### config.mk
export PLATFORM = sky130hd
export DESIGN_NAME = muldiv_seq
export DESIGN_NICKNAME = d
export VERILOG_FILES = /design/src/rtl/muldiv_seq.sv
export SDC_FILE = /design/constraint.sdc
export NUM_CORES = 1
export LEC_CHECK = 0
export CAP_MARGIN = 0
export CORE_MARGIN = 3
export CORE_UTILIZATION = 35
export CTS_CLUSTER_SIZE = 28
export DETAILED_ROUTE_END_ITERATION = 6
export PLACE_DENSITY_LB_ADDON = 0.2
export SETUP_SLACK_MARGIN = 0.02
export SYNTH_ARGS = -nofsm -noshare
export SYNTH_HDL_FRONTEND = slang
export SYNTH_SLANG_ARGS = --single-unit
### constraint.sdc
create_clock -name clk -period 5.59 [get_ports clk]
set_input_delay 0.8385 -clock clk [delete_from_list [all_inputs] [get_ports clk]]
set_output_delay 0.8385 -clock clk [all_outputs]
set_load 0.01 [all_outputs]
### src/rtl/muldiv_seq.sv
// muldiv_seq: sequential unsigned multiplier/divider.
// MUL is shift-add (LSB first), DIV is restoring division (MSB first). Each
// uses exactly WIDTH iteration cycles, followed by a single DONE cycle.
module muldiv_seq #(
  parameter int WIDTH = 32
) (
  input  logic             clk,
  input  logic             rst,
  input  logic             start,
  input  logic [WIDTH-1:0] operand1,
  input  logic [WIDTH-1:0] operand2,
  input  logic [2:0]       funct3_alu,
  input  logic             Type_alu,
  output logic             ready,
  output logic             busy,
  output logic             done,
  output logic [WIDTH-1:0] result,
  output logic             stall
);

  localparam int CW = (WIDTH > 1) ? $clog2(WIDTH) : 1;
  localparam logic [CW-1:0] LAST = CW'(WIDTH - 1);

  typedef enum logic [1:0] {IDLE, MUL, DIV, DONE} state_t;

  state_t           state_q, state_d;
  logic [CW-1:0]    cnt_q, cnt_d;
  // a: accumulator (MUL) or partial remainder (DIV)
  // b: shifting multiplicand (MUL) or divisor (DIV)
  // c: shifting multiplier (MUL) or dividend/quotient shift register (DIV)
  logic [WIDTH-1:0] a_q, a_d;
  logic [WIDTH-1:0] b_q, b_d;
  logic [WIDTH-1:0] c_q, c_d;
  logic [WIDTH-1:0] result_q, result_d;
  logic             ready_q, busy_q, done_q;

  logic             accept;
  logic [WIDTH-1:0] mul_acc;
  logic [WIDTH:0]   rem_shift;
  logic             div_ge;
  logic [WIDTH-1:0] div_rem;
  logic [WIDTH-1:0] div_quo;

  // Only funct3 3'b011 is a multiply/divide request; anything else is ignored.
  assign accept = start && ready_q && (funct3_alu == 3'b011);

  // One shift-add step: add the multiplicand when the current multiplier LSB is set.
  assign mul_acc = a_q + (c_q[0] ? b_q : '0);

  // One restoring-division step: bring down the next dividend bit and subtract
  // the divisor if it fits. A zero divisor always fits, giving an all-ones quotient.
  assign rem_shift = {a_q, c_q[WIDTH-1]};
  assign div_ge    = (rem_shift >= {1'b0, b_q});
  assign div_rem   = div_ge ? WIDTH'(rem_shift - {1'b0, b_q}) : rem_shift[WIDTH-1:0];
  assign div_quo   = {c_q[WIDTH-2:0], div_ge};

  // Next-state and datapath computation.
  always_comb begin
    state_d  = state_q;
    cnt_d    = cnt_q;
    a_d      = a_q;
    b_d      = b_q;
    c_d      = c_q;
    result_d = result_q;
    case (state_q)
      IDLE: begin
        if (accept) begin
          cnt_d = '0;
          a_d   = '0;
          if (Type_alu) begin
            state_d = MUL;
            b_d     = operand1;
            c_d     = operand2;
          end else begin
            state_d = DIV;
            b_d     = operand2;
            c_d     = operand1;
          end
        end
      end
      MUL: begin
        a_d   = mul_acc;
        b_d   = b_q << 1;
        c_d   = c_q >> 1;
        cnt_d = cnt_q + CW'(1);
        if (cnt_q == LAST) begin
          state_d  = DONE;
          cnt_d    = '0;
          result_d = mul_acc;
        end
      end
      DIV: begin
        a_d   = div_rem;
        c_d   = div_quo;
        cnt_d = cnt_q + CW'(1);
        if (cnt_q == LAST) begin
          state_d  = DONE;
          cnt_d    = '0;
          result_d = div_quo;
        end
      end
      DONE:    state_d = IDLE;
      default: state_d = IDLE;
    endcase
  end

  // State, datapath and status registers; status flags are decoded from the next state.
  always_ff @(posedge clk) begin
    if (rst) begin
      state_q  <= IDLE;
      cnt_q    <= '0;
      a_q      <= '0;
      b_q      <= '0;
      c_q      <= '0;
      result_q <= '0;
      ready_q  <= 1'b1;
      busy_q   <= 1'b0;
      done_q   <= 1'b0;
    end else begin
      state_q  <= state_d;
      cnt_q    <= cnt_d;
      a_q      <= a_d;
      b_q      <= b_d;
      c_q      <= c_d;
      result_q <= result_d;
      ready_q  <= (state_d == IDLE);
      busy_q   <= (state_d == MUL) || (state_d == DIV);
      done_q   <= (state_d == DONE);
    end
  end

  assign ready  = ready_q;
  assign busy   = busy_q;
  assign done   = done_q;
  assign result = result_q;
  // A valid request arriving while not ready must hold the pipeline.
  assign stall  = busy_q || (start && (funct3_alu == 3'b011) && !ready_q);

endmodule

==> impl_metrics.csv, run 1 <==
group,metric,value,unit
outcome,status,"finished clean",
timing,post-route-period-util,74.1,%
cts,numCtsBuffers,17,
global_route,grt_max_degree,77,
floorplanning,core-area,31000,sq um
cts,cts_tree,"built",
detailed_routing,postRouteAntennaNets,0,
global_route,track_usage,21.8,%
min_path,hp-class,"flip-flop to flip-flop",
layout,final_common_cell,"a21oi_1",
timing,slew_headroom,28.8,%
floorplanning,dieArea,34000,sq um
layout,drive_gt1_share,5.42,%
worst_setup_path,critPathMaxStageDelay,0.82,ns
synthesis,synthesis.area,11100,sq um
synthesis,synth_flop_cell,"dfxtp_1",
synthesis,synth-edff-count,0,
synthesis,syn_nets,1622,
detailed_routing,via_count,11235,
worst_setup_path,crit_type,"flip-flop to flip-flop",
worst_setup_path,arrival,4.44,ns
worst_setup_path,end_kind,"flip-flop",
worst_setup_path,critPathMaxFanout,31,
cts,post_cts_buffers,0,
global_route,gr-total-overflow,0,
detailed_routing,viasPerCell,5.89,
place,io_buffers,106,
synthesis,syn_inst,1477,
floorplanning,dieWidth,184,um
floorplanning,die_y,184,um
cts,clk_pin_slew_worst_paths,0.06,ns
cts,h-tree-depth,4,
layout,layout.nets,1645,
global_route,antenna_found_initial,0,
cts,cts_resized,0,
pwr,vdd_ir_drop_max,0.000217,V
worst_setup_path,worst_ep_required_time,5.89,ns
synthesis,ys_warn_count,0,
worst_setup_path,cp.buffers_inverters,1,
layout,antenna_cells,0,
timing,finalHoldViolations,0,
floorplanning,start_util,35.9,%
cts,cts_hold_buf,0,
global_route,grt_pass1_wl,59100,um
timing,final_max_slew_viol_count,0,
timing,setup_tns,0,ns
detailed_routing,routed_wl,37900,um
timing,final.min_clock_period,4.14,ns
cts,clock-root-buffer,"clkbuf_16",
floorplanning,rows,64,
cts,clockBufferDepth,2,
timing,clock_skew,0.0123,ns
detailed_routing,dr.first_iter.drc_count,908,
detailed_routing,wl_per_cell,19.8,um
synthesis,ys_seq_area_share,24.8,%
timing,clock.fmax,0.241,GHz
worst_setup_path,cp-start-kind,"flip-flop",
synthesis,synth-seq-cells,138,
place,dp_hpwl,28200,um
worst_setup_path,crit_slowest_cell,"a21oi_4",
pwr,powerDensity,221,nW/um^2
worst_setup_path,crit_family,"compound AO/OA/AOI/OAI gates",
cts,clock_latency,0.44,ns
layout,utilization,41.9,%
cts,clock_sinks,138,
floorplanning,io_pins,107,
timing,worstMarginPinSlew,1.07,ns
detailed_routing,drc,0,
timing,grt_setup_unrepaired,"no",
global_route,grt_pass1_vias,10615,
layout,mostFrequentLayoutCells,"a21oi_1, dfxtp_1, nor2_1",
timing,setup_viol,0,
synthesis,ys_async_sr_fraction,0,%
worst_setup_path,rrSetupSlack,1.45,ns
synthesis,synthDistinctLibCells,74,
layout,areaGrowthSynthToFinish,16.5,%
place,gp_congestion,0.902,
worst_setup_path,cp_cell_sequence,"inv_1 > ha_1 > nand4_1 > nor4b_1 > o311ai_1 > a21oi_2 > o21ai_4 > a21oi_4 > mux2_2 > a222oi_1 > nor3_1",
detailed_routing,drtPass1Iterations,6,
job,max_cap_viol_count,0,
pwr,power.static_leakage,4.93,nW
synthesis,syn_area_per_cell,7.54,sq um
-- synth_stat cells (19+ instances only) --
master	instances	area, sq um
a211oi_1	112	841
a21o_1	32	240
a21oi_1	164	821
a22oi_1	24	180
a311oi_1	19	166
a31oi_1	19	119
and2_1	36	225
clkbuf_1	103	387
dfxtp_1	138	2760
ha_1	72	901
inv_1	56	210
nand2_1	99	372
nand3_1	19	95.1
nor2_1	133	499
nor2b_1	70	438
nor3_1	28	140
o211ai_1	19	143
o21ai_0	66	330
xnor2_1	33	289
xor2_1	20	175
-- sequential cells by signal (all words and copies together) (netlist names) --
register  count
a_q          32
b_q          32
c_q          32
result       32
cnt_q         5
state_q       2
busy          1
done          1
ready         1
-- worst register-to-register path, cell delays in order, from the launching register on --
cell and delay [ns]:
dfxtp_1 0.35, inv_1 0.06, ha_1 0.44, nand4_1 0.25, nor4b_1 0.55, o311ai_1 0.21
a21oi_2 0.37, o21ai_4 0.13, a21oi_4 0.82, mux2_2 0.46, a222oi_1 0.28, nor3_1 0.09
-- per-layer routing --
metal  wire, um  global-route usage, %
met1      16600                   28.0
met2      18100                   36.9
met3       2080                   4.26
met4       1110                   6.99
met5          0                      0
-- worst paths after layout --
path	from	end	depth (start not counted)
worst max-delay path	b_q[24]	a_q[4]	11
worst min-delay path	result[0]	result[0]	2
worst min register to register	result[0]	result[0]	2
worst max register to register	b_q[24]	a_q[4]	11
-- area by class of cell --
type | instances | area (sq um)
multi-input cells | 1168 | 7770
repair buffers | 119 | 1150
fillers | 3228 | 18000
clock buffers | 19 | 433
clock inverters | 13 | 144
well taps | 396 | 495
inverters | 56 | 210
flip-flops and latches | 138 | 2760
-- report_power, final --
| part | switching (mW) | leakage (nW) | total, mW | internal, mW |
|---|---|---|---|---|
| Clock | 0.490 | 0.271 | 1.15 | 0.661 |
| Combinational | 0.382 | 3.54 | 0.669 | 0.287 |
| Sequential | 0.0317 | 1.12 | 1.05 | 1.02 |
| Total | 0.904 | 4.93 | 2.87 | 1.97 |
-- logic make-up (layout without fill, tap and decap cells) --
family                     Yosys count  count (layout)  synth area share [%]
AOI/OAI and AO/OA                  560             560                  33.8
and+or+nand+nor                    448             448                  19.7
buffers and inverters              171             207                  5.90
DFF                                138             138                  24.8
adders and majority gates           74              74                  8.45
xor gates and xnor gates            53              53                  4.17
muxes                               33              33                  3.21
-- stage by stage --
step / worst slack [ns] / cell area [sq um] / hold WS [ns] / instances / power [mW]
after floorplan: 2.61 / 11100 / 0.453 / 1477 / 1.51
after global placement: 1.70 / 12400 / 0.450 / 1877 / 1.73
after detailed placement: 1.64 / 12400 / 0.460 / 1877 / 1.73
after CTS: 1.61 / 13000 / 0.468 / 1909 / 2.88
after global routing: 1.24 / 13000 / 0.494 / 1909 / 2.99
final: 1.45 / 13000 / 0.472 / 1909 / 2.87
No activity file was read; power rests on OpenSTA's default activity.
==> run 2: changes to the inputs <==
==> constraint.sdc (replaced) <==
create_clock -name clk -period 3.5 [get_ports clk]
set_input_delay 0.525 -clock clk [delete_from_list [all_inputs] [get_ports clk]]
set_output_delay 0.525 -clock clk [all_outputs]
set_load 0.01 [all_outputs]
==> run 2 against run 1 <==
  * Maximum frequency is 24% higher
  * First-iteration DRC count rose by 4.0%
  * Routed wire length up 2.1%
  * Worst setup slack got worse by 1.3 ns
  * Core utilization grew 1.1 points
  * Sequential power rose by 59%
==> impl_metrics.csv, run 2 (same netlist as run 1, synthesis figures left out) <==
group,metric,value,unit
global_route,grt_pass1_vias,10785,
floorplanning,dieArea,34000,sq um
cts,clk_pin_slew_worst_paths,0.06,ns
floorplanning,io_pins,107,
cts,clock_latency,0.45,ns
place,dpl_cell_area,12700,sq um
timing,setup_viol,0,
detailed_routing,routed_wl,38700,um
layout,area.sequential,2760,sq um
timing,final_max_slew_viol_count,0,
worst_setup_path,rrSetupSlack,0.17,ns
min_path,holdPathStages,2,
min_path,hp-start,"rst",
detailed_routing,drtPass1Iterations,5,
timing,grt_setup_unrepaired,"no",
detailed_routing,postRouteAntennaNets,0,
floorplanning,start_util,35.9,%
timing,slew_headroom,41.9,%
outcome,status,"finished clean",
place,dp_hpwl,29200,um
layout,final_common_cell,"a21oi_1",
worst_setup_path,arrival,3.70,ns
detailed_routing,drc,0,
floorplanning,die_y,184,um
cts,clock_sinks,138,
layout,fillers,3170,
worst_setup_path,crit_type,"flip-flop to flip-flop",
worst_setup_path,timing.rr.end,"result[30]",
cts,numCtsBuffers,17,
layout,layout.nets,1673,
detailed_routing,wl_per_cell,20.0,um
floorplanning,rows,64,
layout,final_area,13300,sq um
min_path,hp-class,"primary input to flip-flop",
worst_setup_path,ff2ff_path_depth,12,
cts,clockBufferDepth,2,
job,max_cap_viol_count,0,
timing,finalHoldViolations,0,
pwr,vdd_ir_drop_max,0.000355,V
floorplanning,dieWidth,184,um
timing,clock.fmax,0.300,GHz
pwr,power.total,4.78,mW
global_route,grt_pass1_wl,60000,um
timing,worstMarginPinSlew,0.865,ns
pwr,power.static_leakage,5.13,nW
timing,setup_tns,0,ns
worst_setup_path,critPathMaxFanout,4,
global_route,gr-total-overflow,0,
timing,clock_skew,0.0189,ns
cts,cts_hold_buf,0,
pwr,powerDensity,359,nW/um^2
min_path,min_to,"state_q[0]",
layout,mostFrequentLayoutCells,"a21oi_1, dfxtp_1, nor2_1",
detailed_routing,via_count,11379,
floorplanning,core-area,31000,sq um
layout,areaGrowthSynthToFinish,19.6,%
layout,multi_input_area,7800,sq um
place,io_buffers,106,
worst_setup_path,worst_ep_required_time,3.87,ns
cts,cts_tree,"built",
timing,post-route-period-util,95.2,%
global_route,antenna_found_initial,0,
worst_setup_path,end_kind,"flip-flop",
cts,clock-root-buffer,"clkbuf_16",
worst_setup_path,cp-start-kind,"flip-flop",
global_route,track_usage,22.3,%
layout,drive_gt1_share,7.53,%
global_route,grt_max_degree,94,
timing,hold_slack,0.461,ns
place,gp_congestion,0.939,
cts,h-tree-depth,4,
detailed_routing,dr.first_iter.drc_count,944,
timing,final.min_clock_period,3.33,ns
worst_setup_path,reg2reg_from,"b_q[0]",
layout,antenna_cells,0,
detailed_routing,viasPerCell,5.88,
-- run 2: worst max path at each step --
stage	startpoint	end	slack, ns	depth (start not counted)
detailed placement	c_q[0]	result[28]	0.22	13
finish	b_q[0]	result[30]	0.17	12
CTS	c_q[0]	result[28]	0.20	13
global placement	c_q[0]	result[28]	0.24	13
global route	c_q[0]	result[30]	0.03	13
floorplan	c_q[0]	result[24]	0.52	12
-- run 2: power breakdown --
group          switching [mW]  internal, mW
logic                   0.623         0.497
clock network           0.758          1.23
registers              0.0443          1.63
total                    1.43          3.35
-- run 2: timing repair --
| item | CTS | global route |
|---|---|---|
| resized for setup | 0 | 9 |
| buffers inserted | 0 | 1 |
| setup endpoints to repair | 0 | 5 |
-- run 2: final cells by class --
cell class	count	area share (%)
multi-input combinational	1168	58.5
sequential	138	20.7
timing repair buffer	147	10.7
tap	396	3.72
clock buffer	21	3.46
inverter	56	1.58
clock inverter	10	1.25
-- run 2: per-layer routing --
layer	vias up	global-route usage [%]	part of all wire (%)
met5	-	0	0
met4	0	8.01	3.2
met3	58	2.74	4.3
met2	325	38.1	48
met1	5436	29.0	45
li1	5560	-	-
-- run 2: stage by stage --
stage / setup WS [ns] / utilization, % / instances
final: 0.168 / 43.0 / 1936
after global routing: 0.0333 / 43.0 / 1936
after CTS: 0.199 / 42.9 / 1935
after detailed placement: 0.216 / 40.8 / 1904
after global placement: 0.241 / 40.8 / 1904
after floorplan: 0.519 / - / 1477
-- run 2: worst max-delay path: stages (launching register included) --
cell,delay [ns]
dfxtp_1,0.33
and2_1,0.17
ha_1,0.21
fa_2,0.35
a21o_1,0.18
a221o_1,0.39
a32o_2,0.28
a2111o_1,0.48
nand2_2,0.12
o21ai_0,0.12
xor2_1,0.28
mux2i_1,0.14
a211oi_2,0.22
==> run 3: changes to the inputs <==
--- a/config.mk
+++ b/config.mk
@@ -8,7 +8,7 @@
 export CAP_MARGIN = 0
 export CORE_MARGIN = 3
 export CORE_UTILIZATION = 35
-export CTS_CLUSTER_SIZE = 28
+export CTS_CLUSTER_SIZE = 20
 export DETAILED_ROUTE_END_ITERATION = 6
 export PLACE_DENSITY_LB_ADDON = 0.2
 export SETUP_SLACK_MARGIN = 0.02
==> results of run 3 <==
No change in the layout: final DEF, timing and power equal those of run 2.
